[src/rtl/gray_bcd_display.sv]
// Gray-to-decimal 7-segment driver: Gray->binary capture, sequential double-dabble, scanned digit output.
// Optional leading-zero blanking when GRAY_BCD_DISPLAY_LZB_EN is defined.
module gray_bcd_display #(
  parameter int GRAY_WIDTH  = 8,
  parameter int NUM_DIGITS  = 3,
  parameter int REFRESH_DIV = 27000
) (
  input  logic                  clk,
  input  logic                  rst,
  input  logic [GRAY_WIDTH-1:0] gray_code,
  output logic [GRAY_WIDTH-1:0] binary_code,
  output logic [6:0]            display_code,
  output logic [NUM_DIGITS-1:0] digit_sel,
  output logic                  busy,
  output logic                  overflow
);

  localparam int BCD_W  = 4 * (NUM_DIGITS + 1);
  localparam int STEP_W = $clog2(GRAY_WIDTH + 1);
  localparam int CNT_W  = $clog2(REFRESH_DIV + 1);
  localparam int IDX_W  = (NUM_DIGITS > 1) ? $clog2(NUM_DIGITS) : 1;

  localparam logic [1:0] S_IDLE    = 2'd0;
  localparam logic [1:0] S_CONVERT = 2'd1;
  localparam logic [1:0] S_UPDATE  = 2'd2;

  function automatic logic [63:0] pow10(input int n);
    logic [63:0] p;
    p = 64'd1;
    for (int k = 0; k < n; k++) p = p * 64'd10;
    return p;
  endfunction

  localparam logic [63:0] LIMIT = pow10(NUM_DIGITS);

  function automatic logic [GRAY_WIDTH-1:0] gray2bin(input logic [GRAY_WIDTH-1:0] g);
    logic [GRAY_WIDTH-1:0] b;
    b[GRAY_WIDTH-1] = g[GRAY_WIDTH-1];
    for (int k = GRAY_WIDTH - 2; k >= 0; k--) b[k] = b[k+1] ^ g[k];
    return b;
  endfunction

  function automatic logic [BCD_W-1:0] dabble(input logic [BCD_W-1:0] v);
    logic [BCD_W-1:0] r;
    r = v;
    for (int k = 0; k < NUM_DIGITS + 1; k++)
      if (r[4*k +: 4] >= 4'd5) r[4*k +: 4] = r[4*k +: 4] + 4'd3;
    return r;
  endfunction

  function automatic logic [6:0] seg(input logic [3:0] d);
    case (d)
      4'd0:    seg = 7'h3F;
      4'd1:    seg = 7'h06;
      4'd2:    seg = 7'h5B;
      4'd3:    seg = 7'h4F;
      4'd4:    seg = 7'h66;
      4'd5:    seg = 7'h6D;
      4'd6:    seg = 7'h7D;
      4'd7:    seg = 7'h07;
      4'd8:    seg = 7'h7F;
      4'd9:    seg = 7'h6F;
      default: seg = 7'h00;
    endcase
  endfunction

  logic [1:0]              state;
  logic                    init;
  logic [GRAY_WIDTH-1:0]   last_gray;
  logic [GRAY_WIDTH-1:0]   shift_bin;
  logic [BCD_W-1:0]        bcd;
  logic [STEP_W-1:0]       step;
  logic [4*NUM_DIGITS-1:0] disp_bcd;
  logic [CNT_W-1:0]        refresh_cnt;
  logic [IDX_W-1:0]        scan_idx;
  logic [6:0]              seg_next;

  assign busy = (state == S_CONVERT) || (state == S_UPDATE);

  always_ff @(posedge clk) begin
    if (rst) begin
      state       <= S_IDLE;
      init        <= 1'b0;
      last_gray   <= '0;
      binary_code <= '0;
      shift_bin   <= '0;
      bcd         <= '0;
      step        <= '0;
      disp_bcd    <= '0;
      overflow    <= 1'b0;
    end else begin
      case (state)
        S_IDLE: begin
          if (!init || gray_code != last_gray) begin
            binary_code <= gray2bin(gray_code);
            shift_bin   <= gray2bin(gray_code);
            last_gray   <= gray_code;
            init        <= 1'b1;
            bcd         <= '0;
            step        <= '0;
            state       <= S_CONVERT;
          end
        end
        S_CONVERT: begin
          {bcd, shift_bin} <= {dabble(bcd), shift_bin} << 1;
          step             <= step + 1'b1;
          if (step == STEP_W'(GRAY_WIDTH - 1)) state <= S_UPDATE;
        end
        S_UPDATE: begin
          disp_bcd <= bcd[4*NUM_DIGITS-1:0];
          // Top nibble alone misses values that also overflow the accumulator.
          overflow <= (64'(binary_code) >= LIMIT) || (bcd[BCD_W-1 -: 4] != 4'd0);
          state    <= S_IDLE;
        end
        default: state <= S_IDLE;
      endcase
    end
  end

  always_comb begin
    seg_next = seg(disp_bcd[int'(scan_idx)*4 +: 4]);
`ifdef GRAY_BCD_DISPLAY_LZB_EN
    if (scan_idx != '0 && (disp_bcd >> (4 * int'(scan_idx))) == '0) seg_next = 7'h00;
`endif
    if (overflow) seg_next = 7'h40;
  end

  always_ff @(posedge clk) begin
    if (rst) begin
      refresh_cnt  <= '0;
      scan_idx     <= '0;
      digit_sel    <= ~NUM_DIGITS'(1);
      display_code <= 7'h3F;
    end else begin
      if (refresh_cnt == CNT_W'(REFRESH_DIV - 1)) begin
        refresh_cnt <= '0;
        scan_idx    <= (scan_idx == IDX_W'(NUM_DIGITS - 1)) ? '0 : scan_idx + 1'b1;
      end else begin
        refresh_cnt <= refresh_cnt + 1'b1;
      end
      digit_sel    <= ~(NUM_DIGITS'(1) << scan_idx);
      display_code <= seg_next;
    end
  end

endmodule

[config.mk]
export PLATFORM = sky130hd
export DESIGN_NAME = gray_bcd_display
export DESIGN_NICKNAME = d
export VERILOG_FILES = /design/src/rtl/gray_bcd_display.sv
export SDC_FILE = /design/constraint.sdc
export NUM_CORES = 1
export LEC_CHECK = 0
export ABC_CLOCK_PERIOD_IN_PS = 2100
export CAP_MARGIN = 30
export CORE_MARGIN = 3
export CORE_UTILIZATION = 55
export CTS_BUF_LIST = sky130_fd_sc_hd__clkbuf_16
export DETAILED_ROUTE_END_ITERATION = 10
export PLACE_DENSITY_LB_ADDON = 0.08
export REMOVE_ABC_BUFFERS = 1
export SLEW_MARGIN = 40
export SYNTH_ARGS = -nofsm -noshare
export SYNTH_HDL_FRONTEND = slang
export SYNTH_SLANG_ARGS = --single-unit
export TNS_END_PERCENT = 100
[constraint.sdc]
create_clock -name clk -period 2.1 [get_ports clk]
set_input_delay 0.42 -clock clk [delete_from_list [all_inputs] [get_ports clk]]
set_output_delay 0.42 -clock clk [all_outputs]
set_load 0.1 [all_outputs]
Word-level counts from Yosys, hierarchy flattened:

Memories as Yosys holds them, arrays and structs flattened.
Cells that the tools add are included.

* flip-flop bits (word level): 87
* memory bits (read-only): 112
* bits of input ports: 10
* output and inout port bits: 20
* word-level logic and storage cells: 68
* memories kept: 1

Memory list
* (no name shown): depth 16, bits a word 7, read ports 1, clocked after memory_dff 0, write ports 0, line 52 `case (d)`

* $add $sub $neg: 7
* order comparisons: 4
* equal/unequal tests: 8
* shift operators: 2
* multiplexer cells: 15
* bitwise gates (word level): 8
* reductions and logical operators: 10

Operators by type and width (count)
* 16-bit one-hot mux with 2 select lines: 1
* 4-bit by 3-bit greater-or-equal comparator with 1-bit output (second input constant): 4
* 16-bit two-way mux: 1
* 4-bit two-way mux: 4
* 8-bit one-hot mux with 2 select lines: 1
* 15-bit by 1-bit adder with 15-bit output (second input constant): 1
* 15-bit equality test (second input constant): 1
* 4-bit by 2-bit adder with 4-bit output (second input constant): 3
* 12-bit by 5-bit variable part select with 4-bit output: 1
* 8-bit two-way mux: 1
* 8-bit != test: 1
* 4-bit one-hot mux with 2 select lines: 1
* 7-bit two-way mux: 1
* 1-bit bitwise XOR: 7
* 2-bit two-way mux: 3
* 2-bit AND reduction: 3
* 4-bit by 1-bit adder with 4-bit output (second input constant): 1
* 2-bit equality test (second input constant): 2
* 4-bit by 3-bit equality test with 1-bit output (second input constant): 1
* 2-bit one-hot mux with 2 select lines: 1
* 4-bit nonzero test: 1
* 3-bit by 2-bit adder with 3-bit output (second input constant): 1
* 3-bit two-way mux: 1
* 3-bit inverter: 1
* other kinds (10): 11

Longest topological paths before layout:

* depth after elaboration: 9
* mapped depth: 9
* gate-level depth less buffers: 8

Worst setup path after synthesis:

Ideal clock, no wire load.

* kind: reg2reg
* start: reg scan_idx[1]
* end: reg display_code[3]
* setup time: 0.114 ns
* arrival: 1.651 ns
* required time: 1.986 ns
* setup slack: 0.335 ns
* cell stages (with the launch flop): 8
* path through: dfxtp_1 > buf_2 > mux2i_1 > a2bb2oi_1 > ha_1 > nor2_1 > o21ai_0 > a21o_1

* longest elaborated chain between the ends: 3

Ends and longest elaborated chain
* from (decl): line 75 `logic [IDX_W-1:0] scan_idx;`
* from (signal assigned): line 137 `scan_idx <= (scan_idx == IDX_W'(NUM_DIGITS - 1)) ? '0 : scan_idx + 1'b1;`
* 12-bit by 5-bit variable part select with 4-bit output: line 121 `seg_next = seg(disp_bcd[int'(scan_idx)*4 +: 4]);`
* memory read 16 x 7 bit
* 7-bit two-way mux: line 125 `if (overflow) seg_next = 7'h40;`
* to (signal assigned): line 142 `display_code <= seg_next;`
* to (decl): line 12 `output logic [6:0] display_code,`

No other way between the ends.
A chain may end at the register's enable or synchronous reset.

Worst setup path after layout:

* start: in gray_code[7]
* end: reg shift_bin[2]

* longest elaborated chain between the ends: 7

Ends and longest elaborated chain
* from (decl): line 10 `input logic [GRAY_WIDTH-1:0] gray_code,`
* 1-bit bitwise XOR (5 in a row): line 39 `for (int k = GRAY_WIDTH - 2; k >= 0; k--) b[k] = b[k+1] ^ g[k];`
* 8-bit two-way mux: line 94 `if (!init || gray_code != last_gray) begin`
* 8-bit one-hot mux with 2 select lines: line 92 `case (state)`
* to (signal assigned): line 96 `shift_bin <= gray2bin(gray_code);`
* to (signal assigned): line 105 `{bcd, shift_bin} <= {dabble(bcd), shift_bin} << 1;`
* to (decl): line 70 `logic [GRAY_WIDTH-1:0] shift_bin;`

Several ways; a longest one is shown, not always the timed one. The select of a mux whose other input is x is not followed.

==> out/qor.csv <==
stage,metric,value,unit
synth,mapped cell area,4270,um^2
clock_network,TritonCTS clock tree,yes,
power_and_ir_drop,fraction of power consumed by combinational cells,35.8,%
global_route,via count of the first global-routing pass,3287,
floorplan,area of the die,8850,um^2
sta,Sum Neg Setup Slack,0,ps
synth,cell type contributing the most total cell area after synthesis,dfxtp_1,
final_layout,number of diodes,0,
worst_setup_path,slack of the worst reg-to-reg path,190,ps
worst_setup_path,capturing instance or port of the critical path,shift_bin[2]$_SDFFE_PP0P_,
final_layout,ratio of cells with drive above 1 in the final layout,18.1,%
clock_network,number of levels the H-tree was split into,3,
synth,"EDFF count, synth",0,
worst_setup_path,number of cells on the critical path,6,
final_layout,filler cell count in the final layout,603,
final_layout,area growth from synthesis to final layout,21.5,%
place,DP Area,4870,um^2
floorplan,y dimension of the die,94.1,um
power_and_ir_drop,maximum vdd drop,0.000852,V
synth,number of register bits inferred by synthesis,86,
final_layout,final standard cell area without fillers,5190,um^2
worst_setup_path,ordered list of cells on the worst path,clkdlybuf4s50_1 > xor2_2 > xnor3_2 > nor2_1 > or4_1 > a21oi_1,
power_and_ir_drop,power density normalized to cell area,1060,nW/um^2
worst_setup_path,Worst Path Arrival,2320,ps
synth,post-synthesis sequential area ratio,40.3,%
worst_setup_path,endpoint kind of the worst setup timing path,register,
power_and_ir_drop,Net Sw Power,2.07,mW
power_and_ir_drop,sequential share of power,35.2,%
route,wire length reported by the detailed router,9090,um
synth,Yosys warnings,0,
power_and_ir_drop,leakage power figure,2.07,nW
clock_network,"Reg clk slew, reported paths",60,ps
global_route,maximum number of pins on one net before global-route repair,39,
sta,setup repair after global routing missed its margin,true,
worst_setup_path,capturing point of the worst reg2reg path,bcd[2]$_SDFFE_PP0P_,
worst_setup_path,startpoint of the worst setup timing path,gray_code[7],
synth,share of Yosys cell area claimed by the top area cell type,40.3,%
sta,Final Hold Violating Endpoints,0,
sta,final setup slack of the worst path,47.0,ps
power_and_ir_drop,part of the total power dissipated in the clock network,29.0,%
place,Detail Placement HPWL,6530,um
sta,transition time at the pin with the least slew margin,590,ps
power_and_ir_drop,switching power as a share of total power,37.5,%
run_status,run status,"complete, no violations",
worst_setup_path,cell type group with the largest total delay on the critical path,XOR/XNOR gates,
worst_setup_path,worst endpoint required time,2370,ps
route,post-route DRC violation count,0,
final_layout,multi-input gate area in the final layout,2370,um^2
synth,unique cell type count in the Yosys netlist,51,
route,mean routed wirelength per cell,14.1,um
sta,time the worst path needs with I/O delays and setup,2050,ps
worst_setup_path,delay of the slowest cell on the worst path,520,ps
worst_setup_path,R2R cell count,7,
worst_hold_path,worst hold path class,register to register,
synth,Post-Synthesis Cells,488,
place,minimum setup slack after placement,-303,ps
floorplan,cell row count,31,
worst_setup_path,type of element launching the critical path,input port,
clock_network,Sink Count,86,
route,mean number of vias per cell,5.44,
floorplan,core box area,7410,um^2
sta,Highest Clock Rate,487,MHz
final_layout,register area,1720,um^2
global_route,wire length of the first global-routing pass,15700,um
worst_setup_path,number of buffers and inverters on the critical path,1,
worst_setup_path,Crit Path Max Fanout,4,
clock_network,buffer depth of the longest clock path,2,
sta,Final setup violation count,0,
global_route,antenna violations before repair,0,
route,overall via count from detail_route,3511,
clock_network,clk root buf,clkbuf_16,
clock_network,Post-CTS Setup Bufs,0,
route,Detail Route Antenna Nets,0,
synth,cell types with the largest area share after synthesis,"dfxtp_1, mux2i_1, nor2_1",
global_route,gr ovfl total,0,
clock_network,CTS Buf Count,9,
synth,ys flop type,dfxtp_1,
sta,Clock Skews,6.33,ps
place,final weighted congestion of routability-driven global placement,0.833,
sta,fin crit share,97.8,%
floorplan,die boundary width,94.1,um
place,input/output buffers,29,
power_and_ir_drop,Tot Pwr,5.52,mW
sta,Worst slew margin,60.1,%
power_and_ir_drop,design internal power,3.45,mW
sta,number of max-slew violations in the final report,0,
synth,share of async-settable or async-resettable flops after synthesis,0,%
worst_setup_path,slowest cell on the critical path,clkdlybuf4s50_1,
route,number of search-and-repair iterations in the first detailed-routing pass,4,
worst_setup_path,Crit Path Class,input port to register,
final_layout,final-stage net count,570,
flow_run,max_cap viols,0,
route,initial DRC count,182,
global_route,Global Route Usage Sum,22.0,%
worst_setup_path,Reg-to-Reg Start,bcd[1]$_SDFFE_PP0P_,
floorplan,number of primary I/O pins,30,
clock_network,worst skew pair latency,330,ps
synth,Mean Syn Cell Area,8.75,um^2
floorplan,starting density of the core,57.6,%
## metrics by stage
stage	utilization [%]	std cells	hold WS [ps]
floorplan	-	458	430
finish	70.0	645	465
CTS	69.7	645	470
global placement	65.7	629	445
detailed placement	65.7	629	454
global route	70.0	645	499
## worst min-delay path, stage by stage, from the launching register on
cell     delay [ps]
dfxtp_1         310
nand2_1          50
a21oi_1          50
## cell type report
cell class | count | area share, %
Clock buffer | 9 | 4.34
Timing Repair Buffer | 72 | 11.7
Multi-Input combinational cell | 356 | 45.8
Sequential cell | 86 | 33.2
Inverter | 16 | 1.16
Tap cell | 99 | 2.39
Clock inverter | 7 | 1.42
## registers in the layout, indices dropped and copies added, names as in the netlist, 3 cells and up
name / flops
bcd: 16
binary_code: 8
digit_sel: 3
disp_bcd: 12
display_code: 7
last_gray: 7
refresh_cnt: 15
shift_bin: 8
step: 4
## cell families (layout without fill, tap and decap cells)
| family | count (synthesis) | after routing | share of synthesized area (%) |
|---|---|---|---|
| multiplexers | 39 | 39 | 9.29 |
| XOR/XNOR | 38 | 38 | 8.50 |
| AND/OR/NAND/NOR | 165 | 165 | 18.6 |
| AO/OA/AOI/OAI | 95 | 95 | 13.2 |
| buffers and inverters | 46 | 104 | 4.54 |
| flip-flops | 86 | 86 | 40.3 |
| adder cells (fa/ha/maj) | 19 | 19 | 5.57 |
## how the worst min path moves through the flow
stage / startpoint / endpoint / slack [ps] / cells past startpoint
after floorplan: refresh_cnt[0]$_SDFF_PP0_ / refresh_cnt[0]$_SDFF_PP0_ / 430 / 1
after global placement: refresh_cnt[0]$_SDFF_PP0_ / refresh_cnt[0]$_SDFF_PP0_ / 440 / 1
after detailed placement: refresh_cnt[0]$_SDFF_PP0_ / refresh_cnt[0]$_SDFF_PP0_ / 450 / 1
after CTS: refresh_cnt[0]$_SDFF_PP0_ / refresh_cnt[0]$_SDFF_PP0_ / 470 / 1
after global routing: binary_code[1]$_SDFFE_PP0P_ / binary_code[1]$_SDFFE_PP0P_ / 500 / 2
final: binary_code[1]$_SDFFE_PP0P_ / binary_code[1]$_SDFFE_PP0P_ / 470 / 2
## Yosys cell counts (all sizes together), types with 9 or more instances
cell,instances
nand3,21
a21oi,41
mux2i,34
ha,19
inv,15
dfxtp,86
nor2,67
clkbuf,17
nand2,26
o21ai,21
xnor2,24
nor3,11
nand4,9
buf,13
xor2,13
## power by group through the flow
stage	Clock, mW	Combinational (mW)	Sequential, mW
after CTS	1.62	1.97	1.94
after floorplan	0	0.900	2.39
after global placement	0	1.93	1.97
after global routing	1.69	2.12	1.96
final	1.60	1.98	1.94
after detailed placement	0	1.96	1.97
## timing repair
| action | 4_1_cts | 5_1_grt |
|---|---|---|
| gates resized for setup | 0 | 4 |
| hold buffers | 0 | 0 |
| setup endpoints to repair | 0 | 11 |
## layer usage
layer / global-route usage (%) / up-vias / routed length (um)
met3: 4.01 / 5 / 248
met5: 0 / - / 0
li1: - / 1795 / -
met2: 35.1 / 50 / 4270
met1: 30.2 / 1661 / 4500
met4: 6.62 / 0 / 70
## placed cells by master, fill, tap and decap left out, drive strengths merged, types with 8 or more instances in the layout
cell | netlist | final
nand4 | 9 | 9
xor2 | 13 | 13
clkdlybuf4s50 | 0 | 8
clkbuf | 17 | 9
nand3 | 21 | 21
mux2i | 34 | 34
ha | 19 | 19
xnor2 | 24 | 24
buf | 13 | 64
nor3 | 11 | 11
dfxtp | 86 | 86
a21oi | 41 | 41
o21ai | 21 | 21
nand2 | 26 | 26
nor2 | 67 | 67
inv | 15 | 16
Note: power is estimated with default switching activity, not from simulation.
